**src/rtl/apb_master.sv**
```systemverilog
// APB master: takes one command at a time, runs SETUP/ACCESS on the APB bus and
// returns a one-cycle response carrying read data, slave error or timeout.
module apb_master #(
   parameter int ADDR_W  = 8,
   parameter int DATA_W  = 16,
   parameter int TIMEOUT = 16
) (
   input  logic              clk,
   input  logic              nreset,
   input  logic              cmd_valid,
   output logic              cmd_ready,
   input  logic              cmd_write,
   input  logic [ADDR_W-1:0] cmd_addr,
   input  logic [DATA_W-1:0] cmd_wdata,
   output logic              psel,
   output logic              penable,
   output logic              pwrite,
   output logic [ADDR_W-1:0] paddr,
   output logic [DATA_W-1:0] pwdata,
   input  logic [DATA_W-1:0] prdata,
   input  logic              pready,
   input  logic              pslverr,
   output logic              rsp_valid,
   output logic [DATA_W-1:0] rsp_rdata,
   output logic              rsp_err,
   output logic              rsp_timeout
);

   localparam int CNT_W = $clog2(TIMEOUT + 1);
   localparam logic [CNT_W-1:0] CNT_ONE  = CNT_W'(1);
   localparam logic [CNT_W-1:0] CNT_LAST = CNT_W'(TIMEOUT - 1);

   typedef enum logic [1:0] {
      ST_IDLE   = 2'd0,
      ST_SETUP  = 2'd1,
      ST_ACCESS = 2'd2
   } state_t;

   state_t              r_state;
   state_t              w_state_nxt;
   logic [CNT_W-1:0]    r_wait_cnt;
   logic [CNT_W-1:0]    w_wait_cnt_nxt;
   logic                r_psel;
   logic                w_psel_nxt;
   logic                r_penable;
   logic                w_penable_nxt;
   logic                r_pwrite;
   logic                w_pwrite_nxt;
   logic [ADDR_W-1:0]   r_paddr;
   logic [ADDR_W-1:0]   w_paddr_nxt;
   logic [DATA_W-1:0]   r_pwdata;
   logic [DATA_W-1:0]   w_pwdata_nxt;
   logic                r_rsp_valid;
   logic                w_rsp_valid_nxt;
   logic [DATA_W-1:0]   r_rsp_rdata;
   logic [DATA_W-1:0]   w_rsp_rdata_nxt;
   logic                r_rsp_err;
   logic                w_rsp_err_nxt;
   logic                r_rsp_timeout;
   logic                w_rsp_timeout_nxt;
   logic                w_slverr;

   // pslverr only counts during a completing access phase
   assign w_slverr = pslverr & r_psel & r_penable & pready;

   // Next-state and next-register values; response fields are a single-cycle pulse
   always_comb begin
      w_state_nxt       = r_state;
      w_wait_cnt_nxt    = r_wait_cnt;
      w_psel_nxt        = r_psel;
      w_penable_nxt     = r_penable;
      w_pwrite_nxt      = r_pwrite;
      w_paddr_nxt       = r_paddr;
      w_pwdata_nxt      = r_pwdata;
      w_rsp_valid_nxt   = 1'b0;
      w_rsp_rdata_nxt   = {DATA_W{1'b0}};
      w_rsp_err_nxt     = 1'b0;
      w_rsp_timeout_nxt = 1'b0;
      case (r_state)
         ST_IDLE: begin
            w_psel_nxt    = 1'b0;
            w_penable_nxt = 1'b0;
            if (cmd_valid) begin
               w_state_nxt   = ST_SETUP;
               w_psel_nxt    = 1'b1;
               w_pwrite_nxt  = cmd_write;
               w_paddr_nxt   = cmd_addr;
               w_pwdata_nxt  = cmd_wdata;
            end else begin
               w_state_nxt   = ST_IDLE;
            end
         end
         ST_SETUP: begin
            w_state_nxt    = ST_ACCESS;
            w_psel_nxt     = 1'b1;
            w_penable_nxt  = 1'b1;
            w_wait_cnt_nxt = {CNT_W{1'b0}};
         end
         ST_ACCESS: begin
            if (pready) begin
               w_state_nxt     = ST_IDLE;
               w_psel_nxt      = 1'b0;
               w_penable_nxt   = 1'b0;
               w_rsp_valid_nxt = 1'b1;
               w_rsp_err_nxt   = w_slverr;
               w_rsp_rdata_nxt = r_pwrite ? {DATA_W{1'b0}} : prdata;
            end else if (r_wait_cnt == CNT_LAST) begin
               // This wait cycle brings the counter to TIMEOUT: abandon the slave
               w_state_nxt       = ST_IDLE;
               w_wait_cnt_nxt    = r_wait_cnt + CNT_ONE;
               w_psel_nxt        = 1'b0;
               w_penable_nxt     = 1'b0;
               w_rsp_valid_nxt   = 1'b1;
               w_rsp_err_nxt     = 1'b1;
               w_rsp_timeout_nxt = 1'b1;
            end else begin
               w_wait_cnt_nxt    = r_wait_cnt + CNT_ONE;
            end
         end
         default: begin
            w_state_nxt   = ST_IDLE;
            w_psel_nxt    = 1'b0;
            w_penable_nxt = 1'b0;
         end
      endcase
   end

   // State and output registers, cleared asynchronously by nreset
   always_ff @(posedge clk or negedge nreset) begin
      if (!nreset) begin
         r_state       <= ST_IDLE;
         r_wait_cnt    <= {CNT_W{1'b0}};
         r_psel        <= 1'b0;
         r_penable     <= 1'b0;
         r_pwrite      <= 1'b0;
         r_paddr       <= {ADDR_W{1'b0}};
         r_pwdata      <= {DATA_W{1'b0}};
         r_rsp_valid   <= 1'b0;
         r_rsp_rdata   <= {DATA_W{1'b0}};
         r_rsp_err     <= 1'b0;
         r_rsp_timeout <= 1'b0;
      end else begin
         r_state       <= w_state_nxt;
         r_wait_cnt    <= w_wait_cnt_nxt;
         r_psel        <= w_psel_nxt;
         r_penable     <= w_penable_nxt;
         r_pwrite      <= w_pwrite_nxt;
         r_paddr       <= w_paddr_nxt;
         r_pwdata      <= w_pwdata_nxt;
         r_rsp_valid   <= w_rsp_valid_nxt;
         r_rsp_rdata   <= w_rsp_rdata_nxt;
         r_rsp_err     <= w_rsp_err_nxt;
         r_rsp_timeout <= w_rsp_timeout_nxt;
      end
   end

   assign cmd_ready   = (r_state == ST_IDLE);
   assign psel        = r_psel;
   assign penable     = r_penable;
   assign pwrite      = r_pwrite;
   assign paddr       = r_paddr;
   assign pwdata      = r_pwdata;
   assign rsp_valid   = r_rsp_valid;
   assign rsp_rdata   = r_rsp_rdata;
   assign rsp_err     = r_rsp_err;
   assign rsp_timeout = r_rsp_timeout;

endmodule

```
**config.mk**
```make
export PLATFORM = sky130hd
export DESIGN_NAME = apb_master
export DESIGN_NICKNAME = d
export VERILOG_FILES = /design/src/rtl/apb_master.sv
export SDC_FILE = /design/constraint.sdc
export NUM_CORES = 1
export LEC_CHECK = 0
export CORE_MARGIN = 1.5
export CORE_UTILIZATION = 41
export DETAILED_ROUTE_END_ITERATION = 7
export PLACE_DENSITY = 0.76
export SLEW_MARGIN = 20
export SYNTH_ARGS = -nofsm -noshare
export SYNTH_HDL_FRONTEND = slang
export SYNTH_SLANG_ARGS = --single-unit
```
**constraint.sdc**
```tcl
create_clock -name clk -period 1.85 [get_ports clk]
set_input_delay 0.2775 -clock clk [delete_from_list [all_inputs] [get_ports clk]]
set_output_delay 0.2775 -clock clk [all_outputs]
set_load 0.05 [all_outputs]
```
==> metrics.txt, run 1 <==
Slew headroom 64.5%; worst-skew pair later-pin latency 300 ps; CP required 1570 ps; CTS Buf Count 5; Final WS setup 75.6 ps; critical path, cell by cell clkdlybuf4s50_1; share of layout cells above drive strength 1 19.2%; clk slew on worst S/H paths 90 ps; # DRC 0; post-CTS setup buffers 0; Max-cap violations 0; Worst setup EP type primary output; diodes inserted 0; Post-synth top cells dfrtp_1, mux2_4, and2_1; family with the most delay on the worst path buffers and inverters; initial antenna violation count 0; RSZ-0062 raised after global routing no; Compound-Gate Fraction of Synth Area 3.95%; WS Path Type reg -> out; # H-tree levels 2; total vias in the final route 1,414; CP max stage delay 820 ps; status finished clean; largest family of logic cells by synthesized area multiplexers; number of synthesized flops with an enable pin 0; Hold WS 480 ps; Total Routing Usage GR 17.5%; Yosys cell types 23; DRT Pass-1 Iters 4; cell taking the most area after synthesis dfrtp_1; Setup-failing EPs final 0; Final period util 95.9%; r2r startpoint r_wait_cnt[0]; fmax 564 MHz; Synth Instances 139; initial core utilization 43.0%; worst hold path type in -> async; IO Port Bufs 92; # IOs 93; Synth top area share 63.2%; Worst Setup SP pwdata[10]; mux contribution to synthesized area 17.7%; number of routed nets with antenna violations 0; Synth Area in XOR/XNOR 0%; Synth Flop Type dfrtp_1; total nets after synthesis 187; IR Drop Worst-Case VDD 0.00104 V; Synth Area per Inst 14.8 µm²; Yosys warnings 0; Final Wtd Congestion 0.726; Worst setup SP type flip-flop; Sum Neg Setup Slack 0 ps; DP HPWL 3340 µm; Max Fanout on Critical Path 2; Iter 0 DRT Violations 68; PwrDens 1730 nW/µm²; GRT overflow 0; synth top area cells dfrtp_1, mux2_4, and2_1, mux2_2, a22o_1; asr flop ratio synth 100%; CTS max path bufs 2; Die X 73.9 µm; CTS tree done; final core area utilization 66.7%; Root Driver clkbuf_8; Hold Vio Cnt, Final 0; most instantiated library cell after synthesis dfrtp_1; Final nets 287; crit path time final 1770 ps; largest net degree at the start of global routing 22; total core area 4790 µm²; WP buf/inv 1; cts-stage hold buffer count 1; final max-slew violation count 0; fill count 361; Slew @ Worst Pin 531 ps; Syn-to-layout area delta 55.0%; Routed WL 4380 µm; number of global-route vias before repair 1,465; Post-Route Skew 7.97 ps; vias per cell 4.61; Post-CTS Resized 0; mapped cell area 2060 µm²; clock tree sinks 52; flops & latches, synth 52; sequential area share after synthesis 63.2%; critical path's slowest cell clkdlybuf4s50_1; simple-gate area share of the yosys netlist 11.4%; routed len/inst 14.3 µm; dpl ws 215 ps; post-synthesis adder-cell area fraction 1.22%; standard-cell rows 25; overall die height 73.9 µm; first-pass GRT wire length 6840 µm; die area 5460 µm²; crit path DAT 1500 ps; Leak Pwr 1.42 nW
final cells by class:
cell class	instances	area, µm²	area share [%]
Clock buffer	6	72.6	2.27
Clock inverter	2	38.8	1.21
Inverter	2	7.51	0.235
Multi-Input combinational cell	79	712	22.3
Sequential cell	52	1300	40.8
Tap cell	67	83.8	2.63
Timing Repair Buffer	99	976	30.6
sequential cells by signal, indices dropped and copies added (netlist names), 5 cells and up:
name,cells
r_wait_cnt,5
paddr,8
rsp_rdata,16
pwdata,16
through the flow:
step	instances	power (mW)	instance area [µm²]
final	307	5.52	3190
after global routing	307	5.78	3190
after CTS	307	5.58	3190
after detailed placement	298	4.79	3070
after global placement	298	4.75	3070
after floorplan	139	3.78	2070
cells in the final DEF (no fill, tap or decap), types with 2 or more instances in the layout:
cell | synthesis | final
nand3_1 | 4 | 4
mux2_4 | 19 | 19
a22o_1 | 5 | 5
o21ai_0 | 4 | 4
nor2_1 | 6 | 5
buf_4 | 0 | 8
mux2_2 | 7 | 7
nor2b_1 | 3 | 3
and3_1 | 2 | 2
ha_1 | 2 | 2
or3_1 | 2 | 2
inv_1 | 2 | 2
clkdlybuf4s50_1 | 0 | 88
and2_1 | 17 | 17
nand2_1 | 2 | 2
dfrtp_1 | 52 | 51
clkbuf_8 | 0 | 5
report_power, final:
group	internal [mW]	switching, mW	total (mW)
clock network	0.409	0.357	0.765
logic	1.21	1.79	3.00
registers	1.51	0.251	1.76
total	3.13	2.39	5.52
cell families (layout without fill, tap and decap cells):
logic type / count (synthesis) / after routing
AOI/OAI and AO/OA: 11 / 11
adders and majority gates: 2 / 2
buffers and inverters: 8 / 109
DFF: 52 / 52
muxes: 26 / 26
and+or+nand+nor: 40 / 40
routing by layer:
layer,part of all wire (%),GRT usage (%)
met1,41,20.6
met3,9.8,8.64
met2,48,26.2
met5,0,0
met4,1.7,9.05
path summary, 6_finish.rpt:
check | slack [ps] | cells after the start | to
worst min-delay path | 480 | 2 | pwdata[14]
worst min register to register | 510 | 1 | paddr[4]
max in group asynchronous | 770 | 3 | r_wait_cnt[3]
worst max register to register | 200 | 6 | r_wait_cnt[4]
worst max-delay path | 80 | 1 | pwdata[10]
min in group clk | 510 | 1 | paddr[4]
Power figures use the tool's default switching activity.
==> run 2: changes to the inputs <==
Settings changed: SLEW_MARGIN 20 to not set.
==> results of run 2 <==
Final layout, timing and power as in run 1 (identical DEF).
==> run 3: changes to the inputs <==
Settings changed: PLACE_DENSITY 0.76 to 0.87.
==> run 3 against run 2 <==
Die area unchanged. Hold slack better by 31 ps. Worst setup slack better by 5.9 ps. Final area down 0.55%. Clock power down 17%. First-iteration DRC count up 41%. Largest cell class unchanged.
==> metrics.txt, run 3 (same netlist as run 1, synthesis figures left out) <==
routed len/inst 13.5 µm; Syn-to-layout area delta 54.2%; clock tree sinks 52; FF-to-FF setup slack 180 ps; critical path's slowest cell clkdlybuf4s50_1; Final period util 95.6%; Total Routing Usage GR 16.2%; dpl ws 203 ps; fmax 565 MHz; CTS Buf Count 5; largest net degree at the start of global routing 27; Max-cap violations 0; critical path, cell by cell clkdlybuf4s50_1; Worst setup SP type flip-flop; total vias in the final route 1,427; DP HPWL 3110 µm; Final nets 287; RSZ-0062 raised after global routing no; crit path DAT 1490 ps; Int Pwr 3.03 mW; total power draw 5.38 mW; Max Fanout on Critical Path 3; worst hold path type in -> async; DRT Pass-1 Iters 4; # IOs 93; Leak Pwr 1.41 nW; CTS max path bufs 2; Slew @ Worst Pin 546 ps; share of layout cells above drive strength 1 19.2%; area post-placement 3070 µm²; family with the most delay on the worst path buffers and inverters; initial core utilization 43.0%; Logic pwr share 55.8%; CP max stage delay 820 ps; Root Driver clkbuf_8; Routed WL 4140 µm; diodes inserted 0; # H-tree levels 2; Final Wtd Congestion 0.740; grt met2 use 27.7%; WS Path Type reg -> out; Finished Layout Cells 307; GRT overflow 0; Hold Vio Cnt, Final 0; design area 3180 µm²; worst setup path endpoint psel; status finished clean; Final WS setup 81.4 ps; IO Port Bufs 92; Slew headroom 63.6%; clk slew on worst S/H paths 80 ps; # DRC 0; Die X 73.9 µm; CP required 1570 ps; standard-cell rows 25; Hold WS 511 ps; Post-Route Skew 3.82 ps; WP buf/inv 1; vias per cell 4.65; Clk pwr share 11.8%; CTS tree done; Sum Neg Setup Slack 0 ps; die area 5460 µm²; number of global-route vias before repair 1,485; r2r endpoint r_wait_cnt[4]; PwrDens 1690 nW/µm²; Post-CTS Resized 0; Setup-failing EPs final 0; NetSw 2.35 mW; crit path time final 1770 ps; first-pass GRT wire length 6710 µm; Worst Reg-to-Reg Cells 6; initial antenna violation count 0; met3 GRT Util 5.62%; commonest non-fill, non-tap cells in the layout clkdlybuf4s50_1, dfrtp_1, mux2_4; most common cell after layout, fill and taps aside clkdlybuf4s50_1; final max-slew violation count 0; Iter 0 DRT Violations 96; r2r startpoint r_wait_cnt[0]; total core area 4790 µm²; final core area utilization 66.4%; Worst Setup SP psel; IR Drop Worst-Case VDD 0.000939 V; Post-Place Cells 298; Switching Fraction 43.7%; Crit path depth 1; sequential share of power 32.4%; overall die height 73.9 µm; M1 GR Usage 19.4%; number of routed nets with antenna violations 0; worst-skew pair later-pin latency 290 ps; GR peak layer met2; Worst setup EP type primary output
run 3: per-layer routing:
layer	share of wire, %	wire (µm)
met1	39	1630
met4	1.2	48
met5	0	0
met2	52	2150
met3	7.5	310
run 3: power groups by stage:
stage,Combinational (mW),Sequential [mW],Clock (mW)
after floorplan,0.834,2.95,0
after global placement,2.97,1.75,0
after detailed placement,3.01,1.75,0
after CTS,3.02,1.74,0.662
after global routing,3.13,1.79,0.713
final,3.00,1.74,0.636
run 3: area by class of cell:
cell class,count,area [µm²]
Clock inverter,1,7.51
Sequential cell,52,1300
Clock buffer,7,86.3
Timing Repair Buffer,99,976
Multi-Input combinational cell,79,712
Inverter,2,7.51
Tap cell,67,83.8
Fill cell,357,1610
run 3: how the worst min path moves through the flow:
| stage | endpoint | start | depth (start not counted) |
|---|---|---|---|
| floorplan | paddr[0] | nreset | 0 |
| global placement | rsp_rdata[12] | nreset | 1 |
| detailed placement | rsp_rdata[12] | nreset | 1 |
| CTS | pwdata[12] | pwdata[12] | 1 |
| global route | rsp_rdata[8] | prdata[8] | 2 |
| finish | rsp_rdata[13] | nreset | 2 |
run 3: timing repair:
item,4_1_cts,5_1_grt
endpoints found under the hold margin,24,0
hold buffers,1,0
buffers inserted,0,0
setup endpoints to repair,0,0
